===== src/rtl/booth_mac_ctrl_if.sv =====
// Operand-pair and result stream handshakes for booth_mac_ctrl.
// The controller takes the slave side; producer/consumer take master.
interface booth_mac_ctrl_if #(
    parameter int ACC_W = 24
);
    logic             in_valid;
    logic             in_ready;
    logic [7:0]       in_a;
    logic [7:0]       in_b;
    logic             in_last;
    logic [ACC_W-1:0] acc_out;
    logic             acc_valid;
    logic             acc_ready;
    logic             acc_ovf;

    modport master (
        output in_valid, in_a, in_b, in_last, acc_ready,
        input  in_ready, acc_out, acc_valid, acc_ovf
    );

    modport slave (
        input  in_valid, in_a, in_b, in_last, acc_ready,
        output in_ready, acc_out, acc_valid, acc_ovf
    );
endinterface


===== src/rtl/booth_mac_ctrl.sv =====
// Sequencer/accumulator around an 8-bit radix-2 Booth multiplier.
// MAC_SAT_EN: saturate the accumulator on signed overflow instead of wrapping.
module booth_mac_ctrl #(
    parameter int ACC_W      = 24,
    parameter int RUN_CYCLES = 8
) (
    input  logic                  clk,
    input  logic                  reset,
    booth_mac_ctrl_if.slave       bus,
    output logic                  mult_rst,
    output logic                  mult_load,
    output logic [7:0]            mult_multiplier,
    output logic [7:0]            mult_multiplicand,
    input  logic [15:0]           mult_result
);

    localparam int CNT_W = $clog2(RUN_CYCLES + 1);

    typedef enum logic [2:0] {
        IDLE,
        MRST,
        LOAD,
        RUN,
        ACC,
        OUT
    } state_t;

    state_t           state;
    state_t           state_nxt;
    logic [CNT_W-1:0] cnt;
    logic [ACC_W-1:0] acc;
    logic [ACC_W-1:0] addend;
    logic [ACC_W-1:0] sum;
    logic [ACC_W-1:0] acc_nxt;
    logic             last_q;
    logic             ovf_q;
    logic             ovf_det;

    assign bus.in_ready  = (state == IDLE);
    assign bus.acc_valid = (state == OUT);
    assign bus.acc_out   = acc;
    assign bus.acc_ovf   = ovf_q;
    assign mult_rst      = (state == MRST);
    assign mult_load     = (state == LOAD);

    assign addend  = ACC_W'($signed(mult_result));
    assign sum     = acc + addend;
    assign ovf_det = (acc[ACC_W-1] == addend[ACC_W-1]) &&
                     (sum[ACC_W-1] != acc[ACC_W-1]);

    always_comb begin
        acc_nxt = sum;
`ifdef MAC_SAT_EN
        // Clamp toward the side the addend was pushing.
        if (ovf_det) begin
            acc_nxt = addend[ACC_W-1] ?
                      {1'b1, {(ACC_W-1){1'b0}}} :
                      {1'b0, {(ACC_W-1){1'b1}}};
        end
`endif
    end

    always_comb begin
        state_nxt = state;
        unique case (state)
            IDLE: if (bus.in_valid) state_nxt = MRST;
            MRST: state_nxt = LOAD;
            LOAD: state_nxt = RUN;
            RUN:  if (cnt == CNT_W'(1)) state_nxt = ACC;
            ACC:  state_nxt = last_q ? OUT : IDLE;
            OUT:  if (bus.acc_ready) state_nxt = IDLE;
            default: state_nxt = IDLE;
        endcase
    end

    always_ff @(posedge clk) begin
        if (!reset) begin
            state             <= IDLE;
            cnt               <= '0;
            acc               <= '0;
            ovf_q             <= 1'b0;
            last_q            <= 1'b0;
            mult_multiplier   <= '0;
            mult_multiplicand <= '0;
        end else begin
            state <= state_nxt;
            unique case (state)
                IDLE: begin
                    if (bus.in_valid) begin
                        mult_multiplier   <= bus.in_a;
                        mult_multiplicand <= bus.in_b;
                        last_q            <= bus.in_last;
                    end
                end
                LOAD: cnt <= CNT_W'(RUN_CYCLES);
                RUN:  cnt <= cnt - CNT_W'(1);
                ACC: begin
                    acc <= acc_nxt;
                    if (ovf_det) ovf_q <= 1'b1;
                end
                OUT: begin
                    if (bus.acc_ready) begin
                        acc   <= '0;
                        ovf_q <= 1'b0;
                    end
                end
                default: ;
            endcase
        end
    end

endmodule


===== src/flat_wrapper.sv =====
// flat-port wrapper written by rule: the top's interface ports become plain ports
module booth_mac_ctrl_flat 
#(
    parameter int ACC_W      = 24,
    parameter int RUN_CYCLES = 8
)
  (clk, reset, mult_rst, mult_load, mult_multiplier, mult_multiplicand, mult_result, bus_in_valid, bus_in_a, bus_in_b, bus_in_last, bus_acc_ready, bus_in_ready, bus_acc_out, bus_acc_valid, bus_acc_ovf);
  booth_mac_ctrl_if #(.ACC_W(ACC_W)) bus_i ();
  input  logic clk;
  input  logic reset;
  output logic mult_rst;
  output logic mult_load;
  output logic [7:0] mult_multiplier;
  output logic [7:0] mult_multiplicand;
  input  logic [15:0] mult_result;
  input wire logic [$bits(bus_i.in_valid)-1:0] bus_in_valid;
  input wire logic [$bits(bus_i.in_a)-1:0] bus_in_a;
  input wire logic [$bits(bus_i.in_b)-1:0] bus_in_b;
  input wire logic [$bits(bus_i.in_last)-1:0] bus_in_last;
  input wire logic [$bits(bus_i.acc_ready)-1:0] bus_acc_ready;
  output wire logic [$bits(bus_i.in_ready)-1:0] bus_in_ready;
  output wire logic [$bits(bus_i.acc_out)-1:0] bus_acc_out;
  output wire logic [$bits(bus_i.acc_valid)-1:0] bus_acc_valid;
  output wire logic [$bits(bus_i.acc_ovf)-1:0] bus_acc_ovf;
  assign bus_i.in_valid = bus_in_valid;
  assign bus_i.in_a = bus_in_a;
  assign bus_i.in_b = bus_in_b;
  assign bus_i.in_last = bus_in_last;
  assign bus_i.acc_ready = bus_acc_ready;
  assign bus_in_ready = bus_i.in_ready;
  assign bus_acc_out = bus_i.acc_out;
  assign bus_acc_valid = bus_i.acc_valid;
  assign bus_acc_ovf = bus_i.acc_ovf;
  booth_mac_ctrl #(.ACC_W(ACC_W), .RUN_CYCLES(RUN_CYCLES)) u_core (.clk(clk), .reset(reset), .bus(bus_i), .mult_rst(mult_rst), .mult_load(mult_load), .mult_multiplier(mult_multiplier), .mult_multiplicand(mult_multiplicand), .mult_result(mult_result));
endmodule

===== config.mk =====
export PLATFORM = sky130hd
export DESIGN_NAME = booth_mac_ctrl_flat
export DESIGN_NICKNAME = d
export VERILOG_FILES = /design/src/rtl/booth_mac_ctrl_if.sv /design/src/rtl/booth_mac_ctrl.sv /design/src/flat_wrapper.sv
export SDC_FILE = /design/constraint.sdc
export NUM_CORES = 1
export LEC_CHECK = 0
export BUFFER_PORTS_ARGS = -buffer_cell sky130_fd_sc_hd__buf_4
export CAP_MARGIN = 25
export CORE_UTILIZATION = 57
export DETAILED_ROUTE_END_ITERATION = 8
export GPL_TIMING_DRIVEN = 0
export PLACE_DENSITY = 0.85
export SETUP_SLACK_MARGIN = 0.1
export SLEW_MARGIN = 10
export SYNTH_ARGS = -nofsm -noshare
export SYNTH_HDL_FRONTEND = slang
export SYNTH_SLANG_ARGS = --single-unit
export TNS_END_PERCENT = 50

===== constraint.sdc =====
create_clock -name clk -period 6.7 [get_ports clk]
set_clock_uncertainty 0.15 [all_clocks]
set_input_delay 0.67 -clock clk [delete_from_list [all_inputs] [get_ports clk]]
set_output_delay 0.67 -clock clk [all_outputs]
set_load 0.005 [all_outputs]

Word level (Yosys, flattened, before mapping)
Cells that the tools add are included.

word-level totals
  input bits = 37
  flip-flop bits (word level) = 49

cells by class
  reductions and logical operators = 8
  add/subtract/negate cells = 2
  eq/ne operators = 12
  mux-type cells = 11

operators by type and width
  operator               count
  $pmux W24 S2           1
  $add A24 B24 Y24       1
  $mux W24               1
  $pmux W3 S6            1
  $mux W3                4
  $pmux W4 S2            1
  $eq A3 B2 Y1 const B   2
  $eq A3 B3 Y1 const B   2
  $reduce_and A3 Y1      2
  $eq A4 B1 Y1 const B   1
  $ne A2 B1 Y1 const B   2
  $ne A2 B2 Y1 const B   2
  $reduce_and A2 Y1      2
  $reduce_bool A2 Y1     2
  $sub A4 B1 Y4 const B  1
  $eq A3 B1 Y1 const B   1
  $logic_not A3 Y1       1
  $mux W1                2
  $pmux W1 S2            1
  $eq A1 B1 Y1           1
  $logic_and A1 B1 Y1    1
  $ne A1 B1 Y1           1

Depth between registers and ports, before layout
Gate-level depths: netlist of run 1.

  depth after elaboration = 5
  depth in mapped cells = 10
  depth with buffers taken out = 10

Least setup slack after synthesis of run 1
No wires, ideal clock.

  kind = in2reg
  start = input port mult_result[0]
  end = register u_core.acc[22] (netlist: u_core.bus.acc_out[22])
  setup time = 0.125 ns
  arrival time = 2.421 ns
  stages = 10
  setup slack = 4.004 ns
  cell sequence = ha_1 inv_1 fa_1 nand2b_1 a21oi_1 o22ai_2 o311a_1 nor2_1 xnor2_1 o21ai_1

between the ends
  cells in the longest elaborated chain, start to end = 2

ends and longest elaborated chain
  what                    RTL line              text
  start: declaration      flat_wrapper.sv:15    input logic [15:0] mult_result;
  $add A24 B24 Y24        booth_mac_ctrl.sv:47  assign sum = acc + addend;
  $pmux W24 S2            booth_mac_ctrl.sv:87  unique case (state)
  end signal: assignment  booth_mac_ctrl.sv:98  acc <= acc_nxt;
  end: declaration        booth_mac_ctrl.sv:31  logic [ACC_W-1:0] acc;

Every way passes these cells.
A chain may end at the register's enable or synchronous reset.

Final worst setup path of run 1
  start = input port mult_result[0]
  end = register u_core.acc[20] (netlist: u_core.bus.acc_out[20])

Same word-level chain as after synthesis.

==> results of run 1 <==
-- cell families after synthesis --
family,after synthesis
compound gates,120
buf+inv,28
xor+xnor,19
simple gates,132
fa+ha+maj,26
flops,49
-- final cells by class --
cell class	instances	area [µm²]
timing repair buffer	80	601
clock buffer	5	68.8
fill	424	1290
inverter	10	37.5
buffer	18	78.8
tap	70	87.6
sequential	49	981
clock inverter	3	21.3
multi-input combinational	297	1980
-- worst paths after layout --
check                                      startpoint                                       end  slack (ps)
max reg2reg        u_core.bus.acc_out[0]$_SDFFE_PN0P_       u_core.bus.acc_out[20]$_SDFFE_PN0P_        3780
min reg2reg  u_core.mult_multiplicand[2]$_SDFFE_PN0P_  u_core.mult_multiplicand[2]$_SDFFE_PN0P_         320
min          u_core.mult_multiplicand[2]$_SDFFE_PN0P_  u_core.mult_multiplicand[2]$_SDFFE_PN0P_         320
max                                    mult_result[0]       u_core.bus.acc_out[20]$_SDFFE_PN0P_        3750
-- power by group through the flow --
stage	sequential [mW]	combinational, mW	clock, mW
floorplan	0.352	0.191	0
global placement	0.351	0.294	0
detailed placement	0.353	0.302	0
CTS	0.346	0.304	0.190
global route	0.351	0.338	0.201
finish	0.346	0.304	0.186
-- metal layers --
layer | vias up | routed length, µm
met1 | 1379 | 3590
li1 | 1520 | -
met2 | 69 | 3570
met3 | 8 | 292
met4 | 0 | 92
met5 | - | 0
-- through the flow --
step | hold WS (ps) | cell area (µm²) | util [%] | worst slack, ps
global route | 341 | 3850 | 75.0 | 3640
CTS | 323 | 3850 | 75.0 | 3810
global placement | 301 | 3760 | 73.2 | 3600
finish | 321 | 3850 | 75.0 | 3750
floorplan | 307 | 3080 | - | 4000
detailed placement | 309 | 3760 | 73.2 | 3500
-- registers in the layout, summed over array words and instances (netlist names) --
signal / count
u_core.bus.acc_out: 24
u_core.mult_multiplicand: 8
u_core.mult_multiplier: 8
u_core.cnt: 4
u_core.state: 3
u_core.bus.acc_ovf: 1
u_core.last_q: 1
-- layout by cell type, fill, tap and decap left out, types with 3 or more instances in the layout --
| master | instances |
|---|---|
| sky130_fd_sc_hd__a211o_1 | 3 |
| sky130_fd_sc_hd__a21boi_0 | 19 |
| sky130_fd_sc_hd__a21o_1 | 12 |
| sky130_fd_sc_hd__a21oi_1 | 17 |
| sky130_fd_sc_hd__a22oi_1 | 6 |
| sky130_fd_sc_hd__and3_1 | 3 |
| sky130_fd_sc_hd__buf_2 | 3 |
| sky130_fd_sc_hd__buf_4 | 82 |
| sky130_fd_sc_hd__clkbuf_1 | 13 |
| sky130_fd_sc_hd__clkbuf_8 | 5 |
| sky130_fd_sc_hd__dfxtp_1 | 49 |
| sky130_fd_sc_hd__ha_1 | 25 |
| sky130_fd_sc_hd__inv_1 | 10 |
| sky130_fd_sc_hd__nand2_1 | 67 |
| sky130_fd_sc_hd__nand2b_1 | 4 |
| sky130_fd_sc_hd__nand3_1 | 6 |
| sky130_fd_sc_hd__nand4_1 | 4 |
| sky130_fd_sc_hd__nor2_1 | 18 |
| sky130_fd_sc_hd__nor2b_1 | 12 |
| sky130_fd_sc_hd__nor3_1 | 6 |
| sky130_fd_sc_hd__nor3b_1 | 4 |
| sky130_fd_sc_hd__o211ai_1 | 3 |
| sky130_fd_sc_hd__o21a_1 | 5 |
| sky130_fd_sc_hd__o21ai_0 | 18 |
| sky130_fd_sc_hd__o21ai_1 | 4 |
| sky130_fd_sc_hd__o31ai_1 | 4 |
| sky130_fd_sc_hd__xnor2_1 | 11 |
| sky130_fd_sc_hd__xor2_1 | 8 |
-- critical path, delay by kind of cell --
kind            cells  cell delay (ps)
simple gates        1              200
buf+inv             2              150
compound gates      5             1260
xor+xnor            1              170
fa+ha+maj           2              570
==> results, run 1 <==
- The fraction of layout instances using a drive strength above 1 is 21.6%.
- The tool flagged a number of max-cap violations equal to 0.
- Traced cell by cell, the critical path runs through buf_4 -> ha_1 -> inv_1 -> fa_1 -> nand2b_1 -> a21oi_1 -> o22ai_2 -> o21ai_1 -> a311oi_1 -> xor2_1 -> o21ai_0.
- The synthesized netlist devotes 10.8% of its cell area to adder and majority cells.
- By area, the combinational part of the netlist is dominated by compound AO/OA/AOI/OAI gates.
- After synthesis, the share of flip-flops with an asynchronous set or reset is 0%.
- The endpoint arrival time on the critical path is 3040 ps.
- The routed design has 7.54 mm of wire.
- The compound-cell area share of the yosys netlist is 28.0%.
- The average size of a mapped cell is 8.22 µm².
- The die covers 5690 µm².
- 82 I/O pins were placed.
- The part of the total power dissipated in combinational logic is 36.3%.
- The number of diodes is 0.
- For this run, the slowest stage of the critical path takes 420 ps.
- For this block, the initial DRC count from the detailed router was 175.
- The required time at the worst-slack endpoint is 6780 ps.
- The number of global-route vias before repair is 2774.
- The post-CTS repair timing setup buffer count is 0.
- The most instantiated flip-flop cell in the synthesis netlist is sky130_fd_sc_hd__dfxtp_1.
- The smallest clock period supported by the final layout is computed as 2950 ps.
- For this design the total switching power over the nets is 0.297 mW.
- The transition time at the pin with the least slew margin is 646 ps.
- Counting instances in the post-synthesis netlist gives the leading cell types as sky130_fd_sc_hd__nand2_1 (67), sky130_fd_sc_hd__dfxtp_1 (49), sky130_fd_sc_hd__ha_1 (25).
- The non-filler instance count after layout is 532.
- The number of cells traversed by the worst register-to-register path is 10.
- The first TritonRoute pass finished after 5 iterations.
- For this design the ratio of total power to cell area is 217 nW/µm².
- STA classifies the critical path endpoint as a flip-flop.
- Once detailed placement completed, the half-perimeter wirelength came to 5.88 mm.
- The post-synthesis instance area is 3080 µm².
- Of the total power, the share spent switching nets is 35.5%.
- The critical path in this run is classified as input pin to flip-flop.
- Routability-driven placement finished with a final weighted congestion of 0.891.
- The highest clock frequency the design can meet is 0.339 GHz.
- The number of CTS-inserted buffers is 5.
- The static leakage is 1.73 nW.
- The initial utilization of the core area, before any placement, comes to 59.8%.
- The initialized floorplan defines 26 standard-cell rows.
- The total core area is 5140 µm².
- The floorplan step set the die height to 75.5 µm.
- The path type of the worst min-delay path is flip-flop to flip-flop.
- The buffer depth of the longest clock path is 2.
- From synthesis to final layout, the design area changed by 25.3%.
- The overall global routing resource usage is 28.4%.
- Dividing the detail-routed wire length by the instance count gives 14.2 µm.
- The horizontal die dimension is 75.5 µm.
- For met1 alone, demand over resource in global routing was 36.5%.
- The largest individual stage delay along the critical path comes from the cell sky130_fd_sc_hd__o21ai_1.
- The number of different library cells in the post-synthesis netlist is 58.
- The detail route stage leaves a number of antenna-violating nets equal to 0.
- The Yosys step of the flow raised 0 warnings.
- Setup repair after global routing left no endpoint under its margin.
- The cell at the root of the clock tree is sky130_fd_sc_hd__clkbuf_8.
- Setup violations remaining at the end of the flow were counted as 0.
- The total nets after synthesis is 437.
- The synthesized design devotes to its leading area cell type 31.9% of total area.
- The number of buffers inserted for hold repair after clock tree synthesis is 0.
- The post-route total power is 0.836 mW.
- In the global route stage, met2 resource usage came out at 48.2%.
- Cell internal power was estimated by the tool at 0.539 mW.
- The share of the synthesized netlist area taken by xor and xnor gates is 5.41%.
- Synthesis inferred 49 register bits.
- The final net count is 524.
- Adding up every negative setup slack in the final design gives 0 ps.
- The number of enable flip-flop cells after synthesis is 0.
- Sorting the synthesized cells by area gives the leading types as sky130_fd_sc_hd__dfxtp_1 (32%), sky130_fd_sc_hd__ha_1 (10%), sky130_fd_sc_hd__nand2_1 (8.2%).
- The number of antenna violations at the first check in global routing is 0.
- TritonCTS built the clock tree.
- During placement, the flow inserted port buffers numbering 80.
- The via density per instance is 5.59.
- After global routing the overflow that remains totals 0.
- VDD sags by at most 0.151 mV.
- In the routed design, unresolved DRC markers number 0.
- In the finished design, the share of the clock period the worst path needs comes to 44.1%.
- The count of cells along the worst hold path is 2.
- Sequential cells burn 41.4% of the power.
- The final-report max-slew violation count is 0.
- Once the clock tree was built, the resizer swapped 0 gates to a different size.
- Among all cell types in the netlist, the one instantiated most often is sky130_fd_sc_hd__nand2_1.
- The detailed router placed 2976 vias in this run.
- The instance count after placement with tap cells included is 524.
- The clock network is responsible for 22.2% of the overall power.
- After clock tree synthesis, the clock-pin slew on the worst setup and hold paths is 100 ps.
- The global-route track usage on met3 is 6.22%.
- The first global-routing pass estimated 12.4 mm of wire.
- STA classifies the critical path startpoint as an input pin.
- The number of failing hold endpoints at the final stage is 0.
- The pin count of the biggest net entering global routing is 17.
- The worst pin sits at a relative slew slack of 56.7%.
- Synthesis produced 374 cells.
- Of all cell types, the one taking the most synthesized area is sky130_fd_sc_hd__dfxtp_1.
- The largest fanout of any net on the critical path is 5.
- The fraction of the yosys area taken by sequential cells is 31.9%.
- The simple-gate portion of the synthesized area is 20.1%.
- For the worst-skew pair, the clock arrives at the later sink with an insertion delay of 310 ps.
- The multiplexer share of the synthesized area is 0%.
- The flow ran to the end, and the final reports show no timing, DRC or antenna violations.
- The clock drives 49 sinks.
- The H-tree depth is 2.
- The global-route layer with the greatest usage is met2.
(Power assumes the default switching activity.)
==> run 2, diff against run 1 <==
- ABC_AREA: not set -> 1
- CORE_UTILIZATION: 57 -> 50
- PLACE_DENSITY: 0.85 -> 0.78
- clock period: 6.7 -> 2.5 ns (I/O delays scaled with it)
==> run 2 against run 1 <==
Against the previous run: die area up 33%; count of clock-buffer cells in the layout unchanged; final cell count up 45%; via count up 32%; sequential share of layout area down 3.3 points; setup slack worse by 3500 ps; critical path type is now flip-flop to flip-flop; non-clock buffer count down 5; critical endpoint is now u_core.bus.acc_out[22]$_SDFFE_PN0P_; highest routed layer unchanged; synthesized cell count up 57%; global-route usage down 2.0 points; sequential power up 150%; wire length up 28%.
==> results, run 2 <==
- The non-filler instance count after layout came to 772 (+45%).
- The total nets after synthesis is 651 (+49%).
- The hold path startpoint is reset.
- The residual DRC count came to 0 (unchanged).
- The total of fill cells in the finished design was 672 (+58%).
- The post-route antenna net violation count was 0 (unchanged).
- The required time at the worst-slack endpoint was 2530 ps (-4250 ps).
- The number of enable flip-flop cells after synthesis is 0 (unchanged).
- The cell at the root of the clock tree is sky130_fd_sc_hd__clkbuf_8.
- TritonCTS built the clock tree.
- The worst setup path is launched from a flip-flop.
- The path type of the worst min-delay path is input pin to flip-flop.
- The share of total power in the clock network came to 28.9% (+6.7 points).
- The detailed-router iteration count before antenna repair is 5 (unchanged).
- The number of CTS-inserted buffers is 5 (unchanged).
- The floorplan die area came to 7570 µm² (+33%).
- Leaving out fill and tap cells, the most frequent cell in the layout is sky130_fd_sc_hd__nand2_1.
- The via count of the routed design is 3932 (+32%).
- The area share of the largest cell type after synthesis was 27.2% (-4.7 points).
- Setup repair after global routing could not meet its margin everywhere.
- The number of antenna violations at the first check in global routing is 0 (unchanged).
- The effective utilization at floorplan is 52.6% (-7.3 points).
- The total congestion overflow is 0 (unchanged).
- The total length of routed wires is 9.63 mm (+28%).
- The setup TNS came to 0 ps (unchanged).
- The overall global routing resource usage came to 26.4% (-2.0 points).
- The half-perimeter wire length after detailed placement is 7.67 mm (+30%).
- The total core area was 6870 µm² (+34%).
- The number of diodes is 0 (unchanged).
- The minimum clock period is 2260 ps.
- The clock slew at the register clock pins of the worst setup and hold paths is 100 ps (about the same).
- The total number of clock tree sinks is 49 (unchanged).
- The endpoint arrival time on the critical path is 2300 ps (-740 ps).
- The insertion delay of the later-clocked pin in the worst-skew pair was 310 ps (about the same).
- The async set-or-reset flop fraction in the synthesized netlist was 0% (unchanged).
- The headroom to the max-slew limit is 59.0% (+2.3 points).
- The area of all sequential standard cells was 981 µm² (unchanged).
- The number of global-route vias before repair is 3543 (+28%).
- The buffer depth of the longest clock path is 2 (unchanged).
- The transition time at the pin with the least slew margin was 614 ps (-31.4 ps).
- The startpoint-to-endpoint class of the critical path is flip-flop to flip-flop.
- The via density per instance came to 5.09 (-9.0%).
- The number of warnings issued by yosys is 0 (unchanged).
- The number of failing hold endpoints at the final stage is 0 (unchanged).
- The worst setup path is captured at a flip-flop.
- The footprint of the multi-input gates is 2210 µm² (+12%).
- The reg-to-reg critical path startpoint is u_core.bus.acc_out[0]$_SDFFE_PN0P_.
- The power per unit of standard cell area is 406 nW/µm² (+87%).
- The most instantiated flip-flop cell in the synthesis netlist is sky130_fd_sc_hd__dfxtp_1.
- The average size of a mapped cell is 6.14 µm² (-25%).
- The post-cts sizing count is 0 (unchanged).
- The static leakage is 2.28 nW (+31%).
- The wire length of the first global-routing pass came to 15.7 mm (+27%).
- The run finished with clean final reports.
- From synthesis to final layout, the design area changed by 22.8%.
- The part of the total power dissipated in combinational logic is 23.4% (-13 points).
- In the post-synthesis netlist, the biggest area contributors are sky130_fd_sc_hd__dfxtp_1 (27%), sky130_fd_sc_hd__nand2_1 (21%), sky130_fd_sc_hd__inv_1 (8.9%).
- The total of endpoints with negative setup slack in the final report is 0 (unchanged).
- The largest fanout of any net on the critical path was 4 (-1).
- The instance count after placement with tap cells included is 764 (+46%).
- The timing startpoint of the critical path is u_core.bus.acc_out[0]$_SDFFE_PN0P_.
- The number of different library cells in the post-synthesis netlist is 32 (-45%).
- The flip-flop count of the largest register, all copies and words added is 24 (unchanged).
- The largest area contributor in the netlist is sky130_fd_sc_hd__dfxtp_1.
- The highest ir drop seen on vdd is 0.255 mV (+69%).
- The highest clock frequency the design can meet is 0.442 GHz.
- The fraction of the yosys area taken by sequential cells is 27.2% (-4.7 points).
- The pin count of the biggest net entering global routing is 19 (+2).
- The final weighted congestion of routability-driven global placement is 0.958 (+7.5%).
- The number of standard cells after synthesis came to 588 (+57%).
- The number of buffers inserted for hold repair after clock tree synthesis came to 0 (unchanged).
- The count of standard-cell rows is 30 (+15%).
- The switching power of the nets is 0.582 mW (+96%).
- The sequential share of power is 47.7% (+6.3 points).
- The final-report max-slew violation count is 0 (unchanged).
- The top-level I/O count is 82 (unchanged).
- The final net count is 738 (+41%).
- The switching share of power is 32.4% (-3.1 points).
- The worst path uses 90.6% of the clock period.
- The H-tree depth is 2 (unchanged).
- The post-CTS repair timing setup buffer count was 0 (unchanged).
- The post-detailed-route wirelength per cell came to 12.5 µm (-12%).
- The first-iteration detailed-routing DRC count is 239 (+37%).
- The quantity of I/O buffers inserted on ports is 80 (unchanged).
- The fraction of layout instances using a drive strength above 1 came to 18.0% (-3.6 points).
- The horizontal die dimension is 87.0 µm (+15%).
- The most instantiated library cell after synthesis is sky130_fd_sc_hd__nand2_1.
- Leaving out fill and tap cells, the most frequent cells in the layout are sky130_fd_sc_hd__nand2_1 (204), sky130_fd_sc_hd__inv_1 (86), sky130_fd_sc_hd__buf_4 (81).
- The cell-internal power is 1.22 mW (+130%).
- The commonest cells after synthesis are sky130_fd_sc_hd__nand2_1 (204), sky130_fd_sc_hd__inv_1 (86), sky130_fd_sc_hd__a21oi_1 (55).
- The count of max-cap constraint violations was 0 (unchanged).
- The number of storage elements in the synthesis netlist came to 49 (unchanged).
- The post-synthesis instance area is 3610 µm² (+17%).
- The vertical die dimension is 87.0 µm (+15%).
-- run 2: cell types whose count changed after synthesis, sizes merged, moves of 12 or more --
cell,delta
nand3,+47
nor2,+25
inv,+81
nand2,+143
a21o,-12
o21ai,-15
nor2b,-12
a21boi,-14
a21oi,+40
-- run 2: critical path, cell delays in order, from the launching register on --
cell,delay (ps)
sky130_fd_sc_hd__dfxtp_1,380
sky130_fd_sc_hd__ha_1,240
sky130_fd_sc_hd__inv_1,70
sky130_fd_sc_hd__fa_1,390
sky130_fd_sc_hd__nor2_1,270
sky130_fd_sc_hd__nand2_1,80
sky130_fd_sc_hd__nand3_1,170
sky130_fd_sc_hd__nand2_1,130
sky130_fd_sc_hd__nand3_1,100
sky130_fd_sc_hd__nand2_1,50
sky130_fd_sc_hd__nand3_1,60
sky130_fd_sc_hd__a21oi_1,60
-- run 2: worst paths after layout --
check	end	cells after the start	slack, ps
min reg2reg	u_core.mult_multiplicand[2]$_SDFFE_PN0P_	2	320
max	u_core.bus.acc_out[22]$_SDFFE_PN0P_	11	240
max reg2reg	u_core.bus.acc_out[22]$_SDFFE_PN0P_	11	240
min	u_core.cnt[0]$_SDFFE_PN0P_	3	50
-- run 2: through the flow --
step           util, %  total power, mW  setup WS [ps]  hold WS, ps  cell area, µm²
4_1_cts           64.5             1.82            224         40.9            4430
3_5_place_dp      63.1             1.29            268          302            4330
6_report          64.6             1.80            236         49.0            4430
5_1_grt           64.6             1.91           92.5         50.4            4430
2_1_floorplan        -             1.13            582          238            3610
3_3_place_gp      63.1             1.28            298          299            4330
-- run 2: power by group through the flow --
stage | logic [mW] | clock network [mW] | registers [mW]
3_3_place_gp | 0.410 | 0 | 0.874
2_1_floorplan | 0.253 | 0 | 0.874
3_5_place_dp | 0.419 | 0 | 0.875
6_report | 0.420 | 0.520 | 0.858
5_1_grt | 0.472 | 0.571 | 0.863
4_1_cts | 0.421 | 0.544 | 0.857
-- run 2: layer usage --
layer	up-vias	wire, µm	GRT usage [%]
met5	-	0	0
met4	0	231	9.09
met3	17	690	5.12
met2	123	4380	44.9
met1	1747	4330	33.4
li1	2045	-	-
-- run 2: cell families after synthesis --
group	after synthesis	share of synthesized area (%)
and+or+nand+nor	332	39.7
buffers and inverters	104	11.6
AOI/OAI and AO/OA	75	11.8
DFF	49	27.2
adders and majority gates	26	9.22
xor gates and xnor gates	2	0.485
-- run 2: layout make-up --
class                   instances  area share [%]
flip-flops and latches         49            22.1
clock inverters                 3           0.649
plain buffers                  13            1.78
multi-input cells             435            49.9
inverters                      91            7.70
repair buffers                 80            13.5
well taps                      96            2.71
clock buffers                   5            1.55
==> run 3, diff against run 2 <==
- CAP_MARGIN: 25 -> not set
- CELL_PAD_IN_SITES_DETAIL_PLACEMENT: not set -> 1
- CELL_PAD_IN_SITES_GLOBAL_PLACEMENT: not set -> 2
- CORE_UTILIZATION: 50 -> 26
- PLACE_DENSITY: 0.78 -> not set
- PLACE_DENSITY_LB_ADDON: not set -> 0.1
==> run 3 against run 2 <==
Against the previous run: via count increased by 0.48%; final cell count up 10%; setup slack improved by 38 ps; global-route usage shrank 8.5 points; sequential power about the same.
==> results, run 3 (synthesized netlist as in run 2, its figures left out) <==
- The endpoint arrival time on the critical path is 2240 ps (-60 ps).
- The cell area after placement is 4430 µm² (+2.3%).
- The total core area was 13400 µm² (+95%).
- The flip-flop count of the largest register, all copies and words added is 24 (unchanged).
- The wire length of the first global-routing pass was 19.9 mm (+26%).
- The transition time at the pin with the least slew margin is 688 ps (+73.7 ps).
- The vertical die dimension is 120 µm (+38%).
- The period utilization is 89.0% (-1.5 points).
- The share of total power in the clock network is 39.1% (+10 points).
- The H-tree depth is 2 (unchanged).
- Among the stages of the critical path, the cell type that occurs most often is sky130_fd_sc_hd__nand2_1.
- The area of all placed cells without fillers is 4620 µm² (+4.1%).
- The top-level I/O count is 82 (unchanged).
- The number of global-route vias before repair is 3963 (+12%).
- The total length of routed wires is 12.3 mm (+27%).
- The final core utilization was 34.5% (-30 points).
- The power per unit of standard cell area came to 460 nW/µm² (+14%).
- The part of the total power dissipated in combinational logic came to 20.5% (-2.9 points).
- The via count of the routed design is 3951 (+0.48%).
- The flow ran to the end, and the final reports show no timing, DRC or antenna violations.
- The setup TNS is 0 ps (unchanged).
- The cell-internal power is 1.49 mW (+22%).
- The total of endpoints with negative setup slack in the final report came to 0 (unchanged).
- The final-report max-slew violation count was 0 (unchanged).
- The required time at the worst-slack endpoint is 2520 ps (about the same).
- The post-route antenna net violation count is 0 (unchanged).
- The overall global routing resource usage is 17.9% (-8.5 points).
- The detailed-router iteration count before antenna repair is 4 (-1).
- The final net count is 738 (unchanged).
- The residual DRC count is 0 (unchanged).
- The static leakage is 2.31 nW (+1.4%).
- The worst setup path is launched from a flip-flop.
- The endpoint identified for the worst register-to-register timing path is u_core.bus.acc_out[16]$_SDFFE_PN0P_.
- The switching share of power is 30.0% (-2.4 points).
- The minimum clock period came to 2230 ps (-38.1 ps).
- The timing startpoint of the critical path is u_core.bus.acc_out[0]$_SDFFE_PN0P_.
- The half-perimeter wire length after detailed placement is 9.96 mm (+30%).
- The count of max-cap constraint violations is 0 (unchanged).
- The most common cell after layout, fill and taps aside is sky130_fd_sc_hd__nand2_1.
- In this run the critical register-to-register path is launched from u_core.bus.acc_out[0]$_SDFFE_PN0P_.
- Setup repair after global routing could not meet its margin everywhere.
- The number of diodes is 0 (unchanged).
- The number of cells traversed by the worst register-to-register path is 13 (+2).
- TritonCTS built the clock tree.
- The insertion delay of the later-clocked pin in the worst-skew pair came to 300 ps (about the same).
- The switching power of the nets was 0.638 mW (+9.6%).
- The final weighted congestion of routability-driven global placement is 0.790 (-17%).
- Following the worst setup path forward leads to its endpoint at u_core.bus.acc_out[16]$_SDFFE_PN0P_.
- The maximum cell stage delay along the critical path came to 410 ps (+20 ps).
- The startpoint-to-endpoint class of the critical path is flip-flop to flip-flop.
- The largest fanout of any net on the critical path was 4 (unchanged).
- The highest-delay cell along the critical path is sky130_fd_sc_hd__fa_1.
- The fraction of layout instances using a drive strength above 1 is 18.5% (+0.44 points).
- The number of failing hold endpoints at the final stage is 0 (unchanged).
- The top cell types in the final layout, fill and taps aside, are sky130_fd_sc_hd__nand2_1 (203), sky130_fd_sc_hd__inv_1 (86), sky130_fd_sc_hd__buf_4 (81).
- The post-synthesis to final-layout area growth is 27.9%.
- The headroom to the max-slew limit is 54.1% (-4.9 points).
- The total number of clock tree sinks was 49 (unchanged).
- The sequential share of power is 40.4% (-7.3 points).
- The root buffer cell chosen for the clock tree is sky130_fd_sc_hd__clkbuf_16.
- The floorplan die area is 14400 µm² (+90%).
- The number of buffers inserted for hold repair after clock tree synthesis was 0 (unchanged).
- The hold path startpoint is reset.
- The highest clock frequency the design can meet is 0.449 GHz (+1.7%).
- The category of the worst setup path capture point is a flip-flop.
- The clock slew at the register clock pins of the worst setup and hold paths was 70 ps (-30 ps).
- The signal on the critical path passes through ha_2 -> inv_1 -> fa_1 -> inv_1 -> nand3_1 -> nand3_2 -> nand2_1 -> nand2_2 -> nand2_1 -> nand2_1 -> nand2_1 -> nand3_1 -> a21oi_1.
- The horizontal die dimension is 120 µm (+38%).
- The buffer depth of the longest clock path is 2 (unchanged).
- The pin count of the biggest net entering global routing was 18 (-1).
- The effective utilization at floorplan was 26.9% (-26 points).
- The highest ir drop seen on vdd is 0.233 mV (-8.5%).
- The first-iteration detailed-routing DRC count came to 125 (-48%).
- The number of CTS-inserted buffers is 5 (unchanged).
- The path type of the worst min-delay path is input pin to flip-flop.
- The post-detailed-route wirelength per cell is 14.4 µm (+15%).
- The via density per instance is 4.64 (-9.0%).
- The total congestion overflow is 0 (unchanged).
- The number of antenna violations at the first check in global routing was 0 (unchanged).
- The quantity of I/O buffers inserted on ports is 80 (unchanged).
- The minimum setup slack among reg-to-reg paths came to 270 ps (+40 ps).
- The count of standard-cell rows is 42 (+40%).
==> run 3: worst min path at each step <==
stage,end,slack (ps),cells after the start
after global routing,u_core.mult_multiplier[1]$_SDFFE_PN0P_,60,3
after detailed placement,u_core.mult_multiplier[1]$_SDFFE_PN0P_,310,2
after floorplan,u_core.cnt[0]$_SDFFE_PN0P_,240,2
final,u_core.cnt[0]$_SDFFE_PN0P_,60,3
after global placement,u_core.mult_multiplicand[7]$_SDFFE_PN0P_,300,2
after CTS,u_core.cnt[0]$_SDFFE_PN0P_,50,3
==> run 3: per-layer routing <==
layer | track usage, % | vias up | part of all wire, %
li1 | - | 2033 | -
met2 | 31.0 | 68 | 48
met4 | 4.69 | 0 | 1.1
met5 | 0 | - | 0
met3 | 4.28 | 7 | 4.8
met1 | 22.2 | 1843 | 46
==> run 3: through the flow <==
| step | setup slack [ps] | hold slack, ps | cells | total power, mW |
|---|---|---|---|---|
| final | 274 | 58.2 | 852 | 2.13 |
| after global routing | 72.5 | 61.3 | 852 | 2.26 |
| after CTS | 145 | 47.7 | 852 | 2.17 |
| after detailed placement | 162 | 306 | 844 | 1.32 |
| after global placement | 165 | 299 | 844 | 1.31 |
| after floorplan | 582 | 238 | 588 | 1.13 |
==> run 3: critical path: cells and delay by family (launching register included) <==
family                   cells  cell delay (ps)
AND/OR/NAND/NOR              8              670
adder cells (fa/ha/maj)      2              650
AO/OA/AOI/OAI                1               70
flip-flops                   1              360
buffers and inverters        2              170
==> run 3: layout make-up <==
class	count	area, µm²
Fill cell	1790	8780
Sequential cell	49	981
Clock inverter	3	47.5
Timing Repair Buffer	80	601
Tap cell	176	220
Multi-Input combinational cell	435	2220
Buffer	13	78.8
Inverter	91	342
Clock buffer	5	125
==> run 3: power by group through the flow <==
stage          Combinational, mW  Sequential [mW]  Clock, mW
6_report                   0.436            0.858      0.830
4_1_cts                    0.444            0.860      0.864
3_3_place_gp               0.432            0.875          0
3_5_place_dp               0.442            0.877          0
5_1_grt                    0.490            0.865      0.901
2_1_floorplan              0.253            0.874          0
==> run 3: timing repair <==
item                                    in CTS  in global routing
resized for setup                            0                  4
hold endpoints to repair                     0                  0
buffers inserted                             0                  0
endpoints found under the setup margin       0                  8
